`src/rtl/line_fetcher_if.sv`:
```
// VRAM read port and renderer handshake seen by the line fetcher.
// The fetcher is the master: it drives the VRAM address and the render item,
// and receives read data plus the renderer's busy/last_pixel status.
interface line_fetcher_if;
  logic [12:0] vram_addr;
  logic [15:0] vram_rddata;
  logic [7:0]  render_idx;
  logic [31:0] render_data;
  logic        render_start;
  logic        is_sprite;
  logic        hflip;
  logic        palette;
  logic        render_priority;
  logic        render_busy;
  logic        render_last_pixel;

  modport master (
    output vram_addr, render_idx, render_data, render_start,
           is_sprite, hflip, palette, render_priority,
    input  vram_rddata, render_busy, render_last_pixel
  );

  modport slave (
    input  vram_addr, render_idx, render_data, render_start,
           is_sprite, hflip, palette, render_priority,
    output vram_rddata, render_busy, render_last_pixel
  );
endinterface

```
`src/rtl/line_fetcher.sv`:
```
// Per-scanline fetch sequencer: 32 background tiles then up to 8 sprites,
// planar-to-chunky conversion, one 8-pixel item staged for the renderer.
//
// state   | meaning
// IDLE    | waiting for line_start
// NAME    | name-table address on the bus (background only)
// PAT0    | name entry arriving; pattern word 0 (planes 1:0) addressed
// PAT1    | planes 1:0 arriving; pattern word 1 (planes 3:2) addressed
// CAPT    | planes 3:2 arriving; item written to staging if it is free
// HOLD    | item held until staging frees up
// DRAIN   | last item staged; wait for it to issue and the renderer to finish
module line_fetcher (
  input  logic          clk,
  input  logic          reset,
  input  logic          line_start,
  input  logic [7:0]    bg_row,
  input  logic [7:0]    hscroll,
  input  logic [2:0]    nt_base,
  input  logic          spr_pattern_base,
  input  logic [3:0]    spr_count,
  output logic [2:0]    spr_sel,
  input  logic [7:0]    spr_x,
  input  logic [7:0]    spr_pattern,
  input  logic [2:0]    spr_row,
  output logic          busy,
  output logic          done,
  line_fetcher_if.master bus
);

  typedef enum logic [2:0] {
    S_IDLE, S_NAME, S_PAT0, S_PAT1, S_CAPT, S_HOLD, S_DRAIN
  } state_t;

  state_t      state, state_nx;
  logic [4:0]  col;
  logic [2:0]  spr_idx;
  logic        in_spr;
  logic [3:0]  spr_total;
  logic        ent_hflip, ent_pal, ent_pri;
  logic [7:0]  cur_x;
  logic [15:0] plane01, plane23;
  logic [12:0] addr_q;
  logic        stage_valid;
  logic [7:0]  stage_idx;
  logic [31:0] stage_data;
  logic        stage_spr, stage_hflip, stage_pal, stage_pri;
  logic        stage_free, load_stage, last_item;
  logic [15:0] p23;
  logic [31:0] chunky;
  logic [2:0]  fine_r;

  assign bus.render_start    = stage_valid & (~bus.render_busy | bus.render_last_pixel);
  assign bus.render_idx      = stage_idx;
  assign bus.render_data     = stage_data;
  assign bus.is_sprite       = stage_spr;
  assign bus.hflip           = stage_hflip;
  assign bus.palette         = stage_pal;
  assign bus.render_priority = stage_pri;
  assign busy    = (state != S_IDLE);
  assign spr_sel = spr_idx;

  // Staging can take a new item when empty or when its item issues this cycle.
  assign stage_free = ~stage_valid | bus.render_start;
  assign last_item  = in_spr ? (({1'b0, spr_idx} + 4'd1) == spr_total)
                             : ((col == 5'd31) && (spr_total == 4'd0));

  // Next state, VRAM address and done; the address holds its last value by default.
  always_comb begin
    state_nx      = state;
    bus.vram_addr = addr_q;
    load_stage    = 1'b0;
    done          = 1'b0;
    fine_r        = bg_row[2:0] ^ {3{bus.vram_rddata[10]}};
    case (state)
      S_IDLE: state_nx = S_IDLE;
      S_NAME: begin
        bus.vram_addr = {nt_base, bg_row[7:3], col};
        state_nx      = S_PAT0;
      end
      S_PAT0: begin
        if (in_spr) bus.vram_addr = {spr_pattern_base, spr_pattern, spr_row, 1'b0};
        else        bus.vram_addr = {bus.vram_rddata[8:0], fine_r, 1'b0};
        state_nx = S_PAT1;
      end
      // Word 1 sits right after word 0, which addr_q still holds.
      S_PAT1: begin
        bus.vram_addr = {addr_q[12:1], 1'b1};
        state_nx      = S_CAPT;
      end
      S_CAPT, S_HOLD: begin
        if (stage_free) begin
          load_stage = 1'b1;
          if (last_item)                  state_nx = S_DRAIN;
          else if (in_spr || col == 5'd31) state_nx = S_PAT0;
          else                            state_nx = S_NAME;
        end else begin
          state_nx = S_HOLD;
        end
      end
      S_DRAIN: begin
        if (!stage_valid && !bus.render_busy) begin
          done     = 1'b1;
          state_nx = S_IDLE;
        end
      end
      default: state_nx = S_IDLE;
    endcase
    if (line_start) begin
      state_nx   = S_NAME;
      load_stage = 1'b0;
      done       = 1'b0;
    end
  end

  // Planar to chunky: pixel x (leftmost first) lands in the top nibble downwards.
  always_comb begin
    p23    = (state == S_CAPT) ? bus.vram_rddata : plane23;
    chunky = '0;
    for (int x = 0; x < 8; x++) begin
      chunky[31-4*x -: 4] = {p23[15-x], p23[7-x], plane01[15-x], plane01[7-x]};
    end
  end

  // State, fetch latches, item counters and the staging register.
  always_ff @(posedge clk) begin
    if (reset) begin
      state       <= S_IDLE;
      addr_q      <= '0;
      col         <= '0;
      spr_idx     <= '0;
      in_spr      <= 1'b0;
      spr_total   <= '0;
      ent_hflip   <= 1'b0;
      ent_pal     <= 1'b0;
      ent_pri     <= 1'b0;
      cur_x       <= '0;
      plane01     <= '0;
      plane23     <= '0;
      stage_valid <= 1'b0;
      stage_idx   <= '0;
      stage_data  <= '0;
      stage_spr   <= 1'b0;
      stage_hflip <= 1'b0;
      stage_pal   <= 1'b0;
      stage_pri   <= 1'b0;
    end else begin
      state  <= state_nx;
      addr_q <= bus.vram_addr;
      if (state == S_PAT0) begin
        ent_hflip <= bus.vram_rddata[9];
        ent_pal   <= bus.vram_rddata[11];
        ent_pri   <= bus.vram_rddata[12];
        cur_x     <= spr_x;
      end
      if (state == S_PAT1) plane01 <= bus.vram_rddata;
      if (state == S_CAPT) plane23 <= bus.vram_rddata;

      if (line_start) begin
        stage_valid <= 1'b0;
        col         <= '0;
        spr_idx     <= '0;
        in_spr      <= 1'b0;
        spr_total   <= (spr_count > 4'd8) ? 4'd8 : spr_count;
      end else if (load_stage) begin
        stage_valid <= 1'b1;
        stage_data  <= chunky;
        stage_spr   <= in_spr;
        stage_idx   <= in_spr ? cur_x : ({col, 3'b000} + hscroll);
        stage_hflip <= in_spr ? 1'b0 : ent_hflip;
        stage_pal   <= in_spr ? 1'b1 : ent_pal;
        stage_pri   <= in_spr ? 1'b0 : ent_pri;
        if (in_spr)             spr_idx <= spr_idx + 3'd1;
        else if (col == 5'd31)  in_spr  <= 1'b1;
        else                    col     <= col + 5'd1;
      end else if (bus.render_start) begin
        stage_valid <= 1'b0;
      end
    end
  end

endmodule

```
`src/flat_wrapper.sv`:
```
// flat-port wrapper written by rule: the top's interface ports become plain ports
module line_fetcher_flat 
  (clk, reset, line_start, bg_row, hscroll, nt_base, spr_pattern_base, spr_count, spr_sel, spr_x, spr_pattern, spr_row, busy, done, bus_vram_addr, bus_render_idx, bus_render_data, bus_render_start, bus_is_sprite, bus_hflip, bus_palette, bus_render_priority, bus_vram_rddata, bus_render_busy, bus_render_last_pixel);
  line_fetcher_if bus_i ();
  input  logic clk;
  input  logic reset;
  input  logic line_start;
  input  logic [7:0] bg_row;
  input  logic [7:0] hscroll;
  input  logic [2:0] nt_base;
  input  logic spr_pattern_base;
  input  logic [3:0] spr_count;
  output logic [2:0] spr_sel;
  input  logic [7:0] spr_x;
  input  logic [7:0] spr_pattern;
  input  logic [2:0] spr_row;
  output logic busy;
  output logic done;
  output wire logic [$bits(bus_i.vram_addr)-1:0] bus_vram_addr;
  output wire logic [$bits(bus_i.render_idx)-1:0] bus_render_idx;
  output wire logic [$bits(bus_i.render_data)-1:0] bus_render_data;
  output wire logic [$bits(bus_i.render_start)-1:0] bus_render_start;
  output wire logic [$bits(bus_i.is_sprite)-1:0] bus_is_sprite;
  output wire logic [$bits(bus_i.hflip)-1:0] bus_hflip;
  output wire logic [$bits(bus_i.palette)-1:0] bus_palette;
  output wire logic [$bits(bus_i.render_priority)-1:0] bus_render_priority;
  input wire logic [$bits(bus_i.vram_rddata)-1:0] bus_vram_rddata;
  input wire logic [$bits(bus_i.render_busy)-1:0] bus_render_busy;
  input wire logic [$bits(bus_i.render_last_pixel)-1:0] bus_render_last_pixel;
  assign bus_vram_addr = bus_i.vram_addr;
  assign bus_render_idx = bus_i.render_idx;
  assign bus_render_data = bus_i.render_data;
  assign bus_render_start = bus_i.render_start;
  assign bus_is_sprite = bus_i.is_sprite;
  assign bus_hflip = bus_i.hflip;
  assign bus_palette = bus_i.palette;
  assign bus_render_priority = bus_i.render_priority;
  assign bus_i.vram_rddata = bus_vram_rddata;
  assign bus_i.render_busy = bus_render_busy;
  assign bus_i.render_last_pixel = bus_render_last_pixel;
  line_fetcher u_core (.clk(clk), .reset(reset), .line_start(line_start), .bg_row(bg_row), .hscroll(hscroll), .nt_base(nt_base), .spr_pattern_base(spr_pattern_base), .spr_count(spr_count), .spr_sel(spr_sel), .spr_x(spr_x), .spr_pattern(spr_pattern), .spr_row(spr_row), .busy(busy), .done(done), .bus(bus_i));
endmodule
```
`config.mk`:
```
export PLATFORM = sky130hd
export DESIGN_NAME = line_fetcher_flat
export DESIGN_NICKNAME = d
export VERILOG_FILES = /design/src/rtl/line_fetcher_if.sv /design/src/rtl/line_fetcher.sv /design/src/flat_wrapper.sv
export SDC_FILE = /design/constraint.sdc
export NUM_CORES = 1
export LEC_CHECK = 0
export ABC_AREA = 1
export CORE_ASPECT_RATIO = 0.8
export CORE_MARGIN = 5
export CORE_UTILIZATION = 30
export CTS_BUF_LIST = sky130_fd_sc_hd__clkbuf_4 sky130_fd_sc_hd__clkbuf_8 sky130_fd_sc_hd__clkbuf_16
export CTS_CLUSTER_SIZE = 28
export DETAILED_ROUTE_END_ITERATION = 8
export GPL_ROUTABILITY_DRIVEN = 0
export GPL_TIMING_DRIVEN = 1
export PLACE_DENSITY = 0.59
export SLEW_MARGIN = 40
export SYNTH_ARGS = -nofsm -noshare
export SYNTH_HDL_FRONTEND = slang
export SYNTH_SLANG_ARGS = --single-unit
```
`constraint.sdc`:
```
create_clock -name clk -period 2.5 [get_ports clk]
set_input_delay 0.5 -clock clk [delete_from_list [all_inputs] [get_ports clk]]
set_output_delay 0.5 -clock clk [all_outputs]
set_load 0.01 [all_outputs]
```
==> results of run 1 <==
[registers in the layout, indices dropped and copies added (netlist names), 3 cells and up]
register,cells
u_core.plane01,16
u_core.cur_x,8
u_core.spr_total,4
u_core.col,5
u_core.addr_q,13
u_core.state,3
u_core.plane23,16
u_core.bus.render_idx,8
u_core.bus.render_data,32
u_core.spr_sel,3
[area by class of cell]
type	instances	area, um2
clock buffers	19	440
clock inverters	13	135
repair buffers	156	1510
flip-flops and latches	117	2340
well taps	215	269
inverters	63	246
multi-input cells	420	2120
repair inverters	1	7.51
fillers	1675	8730
[per-stage QoR]
stage               total power, mW  instances  utilization  hold slack [ps]
floorplan                      2.08        631            -              430
global placement               2.29        966        0.406              451
detailed placement             2.29        966        0.406              450
CTS                            4.66       1003        0.446              459
global route                   4.78       1004        0.447              488
finish                         4.61       1004        0.447              458
[final timing paths]
check / depth (start not counted) / from / endpoint / slack (ps)
worst max-delay path: 8 / u_core.state[0] / bus_vram_addr[5] / 170
worst min-delay path: 2 / u_core.cur_x[6] / u_core.cur_x[6] / 460
worst max register to register: 9 / u_core.col[0] / u_core.bus.render_idx[7] / 850
worst min register to register: 2 / u_core.cur_x[6] / u_core.cur_x[6] / 460
[critical path, stage by stage (launching register included)]
cell and delay [ps]:
dfxtp_2 340, inv_1 100, nand3_4 150, nand2_4 120, clkinvlp_4 120, buf_4 160, nand2_1 70, nand3_1 70
dlygate4sd2_1 300
[where the power goes]
group          total, mW  internal [mW]  leakage [nW]  switching (mW)
sequential          1.90           1.89         0.946          0.0121
combinational      0.351          0.180          1.67           0.171
clock               2.35           1.48         0.283           0.867
[placed cells by master (no fill, tap or decap), drive strengths merged]
cell / netlist / layout
nand3: 27 / 27
a31oi: 13 / 13
xnor2: 1 / 1
nand2b: 1 / 1
nand3b: 1 / 1
dfxtp: 117 / 117
o21ai: 81 / 81
bufinv: 0 / 2
fa: 1 / 1
clkinv: 1 / 10
nand2: 108 / 108
nor4: 1 / 1
xor2: 6 / 6
nor3: 1 / 1
inv: 62 / 62
a21boi: 1 / 1
buf: 15 / 31
ha: 7 / 7
dlymetal6s2s: 0 / 5
clkbuf: 16 / 19
clkinvlp: 0 / 3
mux2: 7 / 7
dlygate4sd2: 0 / 8
clkdlybuf4s50: 0 / 112
a211oi: 2 / 2
nor2: 84 / 84
a21oi: 61 / 61
o211ai: 13 / 13
nand4: 4 / 4
[kinds of logic after synthesis]
group / count (synthesis) / share of synthesized area
and+or+nand+nor: 227 / 0.193
AOI/OAI and AO/OA: 171 / 0.188
DFF: 117 / 0.484
buffers and inverters: 94 / 0.0837
adders and majority gates: 8 / 0.0222
xor gates and xnor gates: 7 / 0.0127
muxes: 7 / 0.0163
[layer usage]
| layer | track usage | part of all wire | up-vias |
|---|---|---|---|
| met5 | 0 | 0 | - |
| met4 | 0.0387 | 0.0033 | 0 |
| met3 | 0.0542 | 0.062 | 4 |
| met2 | 0.242 | 0.42 | 105 |
| met1 | 0.225 | 0.51 | 2000 |
| li1 | - | - | 2371 |
[what timing repair did]
action                     4_1_cts  5_1_grt
pin swaps                        1        1
setup endpoints to repair       12        6
resized for setup               19        5
gates cloned                     1        0
buffers inserted                 4        1
==> impl_metrics.toml, run 1 <==
[run_status]
status = "finished clean"

[clocking]
htree_levels = 4
cts_root_buffer = "clkbuf_16"
clock_latency_ps = 410
clkSinkCount = 117
cts_tree = "built"
clkTransAtPathRegs_ps = 60
cts_buffer_depth = 2
hold_buffers = 0
numCtsBuffers = 17

[detailed_routing]
wl_per_cell_um = 14.9
vias_per_cell = 4.46
drtPass1Iterations = 4
postRouteAntennaNets = 0
totalWireLength_um = 15000
drc = 0
drt_first_iter_violations = 226
vias = 4480

[synth]
syn_inst = 631
netlist_area_um2 = 4840
synthFlopType = "dfxtp_1"
async_reset_ff_frac = 0
synth_seq_area_share = 0.484
syn_area_per_cell_um2 = 7.68
yosysTopAreaCell = "dfxtp_1"
synth.most_common_cell = "dfxtp_1"
netlist.area_leader.share = 0.484
ys_types = 34
synth_area_leaders = "dfxtp_1, nand2_1, o21ai_0"
synth-edff-count = 0
synth-seq-cells = 117
yosys_warnings = 0
syn_nets = 703
synth_commonest_cells = "dfxtp_1, nand2_1, nor2_1"

[placement]
portBuffers = 126
pre_cts_ws_ps = -61.6
placed_area_um2 = 6410
dp.final_hpwl_um = 10800

[power_and_ir_drop]
p_per_area_nw_per_um2 = 652
vdd_drop_max_mv = 0.425
leakage_nw = 2.90

[layout]
design_area_um2 = 7070
antenna_cells = 0
drive_above_1_share = 0.114
finalNetCount = 848
area_growth_pct = 45.9

[critical_path]
start_kind = "flip-flop"
cp.arrival_ps = 1830
critPathKind = "flip-flop to primary output"
critical_path.endpoint_type = "primary output"
critPathMaxFanout = 5
cp_data_required_time_ps = 2000

[hold_path]
hold_path.class = "flip-flop to flip-flop"

[timing]
fin_tns_setup_ps = 0
worst_slack_ps = 167
post-route-period-util = 0.933
finalMaxSlewViolations = 0
max_slew_margin = 0.660
worst_pin_slew_ps = 509
finalSetupViolCount = 0
rsz0062_at_grt = "false"
hold_viol = 0
fmax_mhz = 429
fin_skew_ps = 13.0
fin_crit_ps = 2330

[global_route]
grt_pass1_wl_um = 23700
grt_max_degree = 53
grt_pass1_vias = 4278
antenna_found_initial = 0
grt_usage = 0.161
grt_overflow = 0

[floorplanning]
num_rows = 41
core_area_um2 = 15800
die_area_um2 = 18800
io_pins = 127
die_h_um = 124
die_w_um = 152
start_util = 0.307

[job]
maxCapViolations = 0
Note: power is estimated with default switching activity, not from simulation.
==> inputs of run 2 (changes only) <==
--- a/config.mk
+++ b/config.mk
@@ -6,6 +6,7 @@
 export NUM_CORES = 1
 export LEC_CHECK = 0
 export ABC_AREA = 1
+export CAP_MARGIN = 25
 export CORE_ASPECT_RATIO = 0.8
 export CORE_MARGIN = 5
 export CORE_UTILIZATION = 30
==> results of run 2 <==
The final DEF is identical to that of run 1; final timing and power are the same.
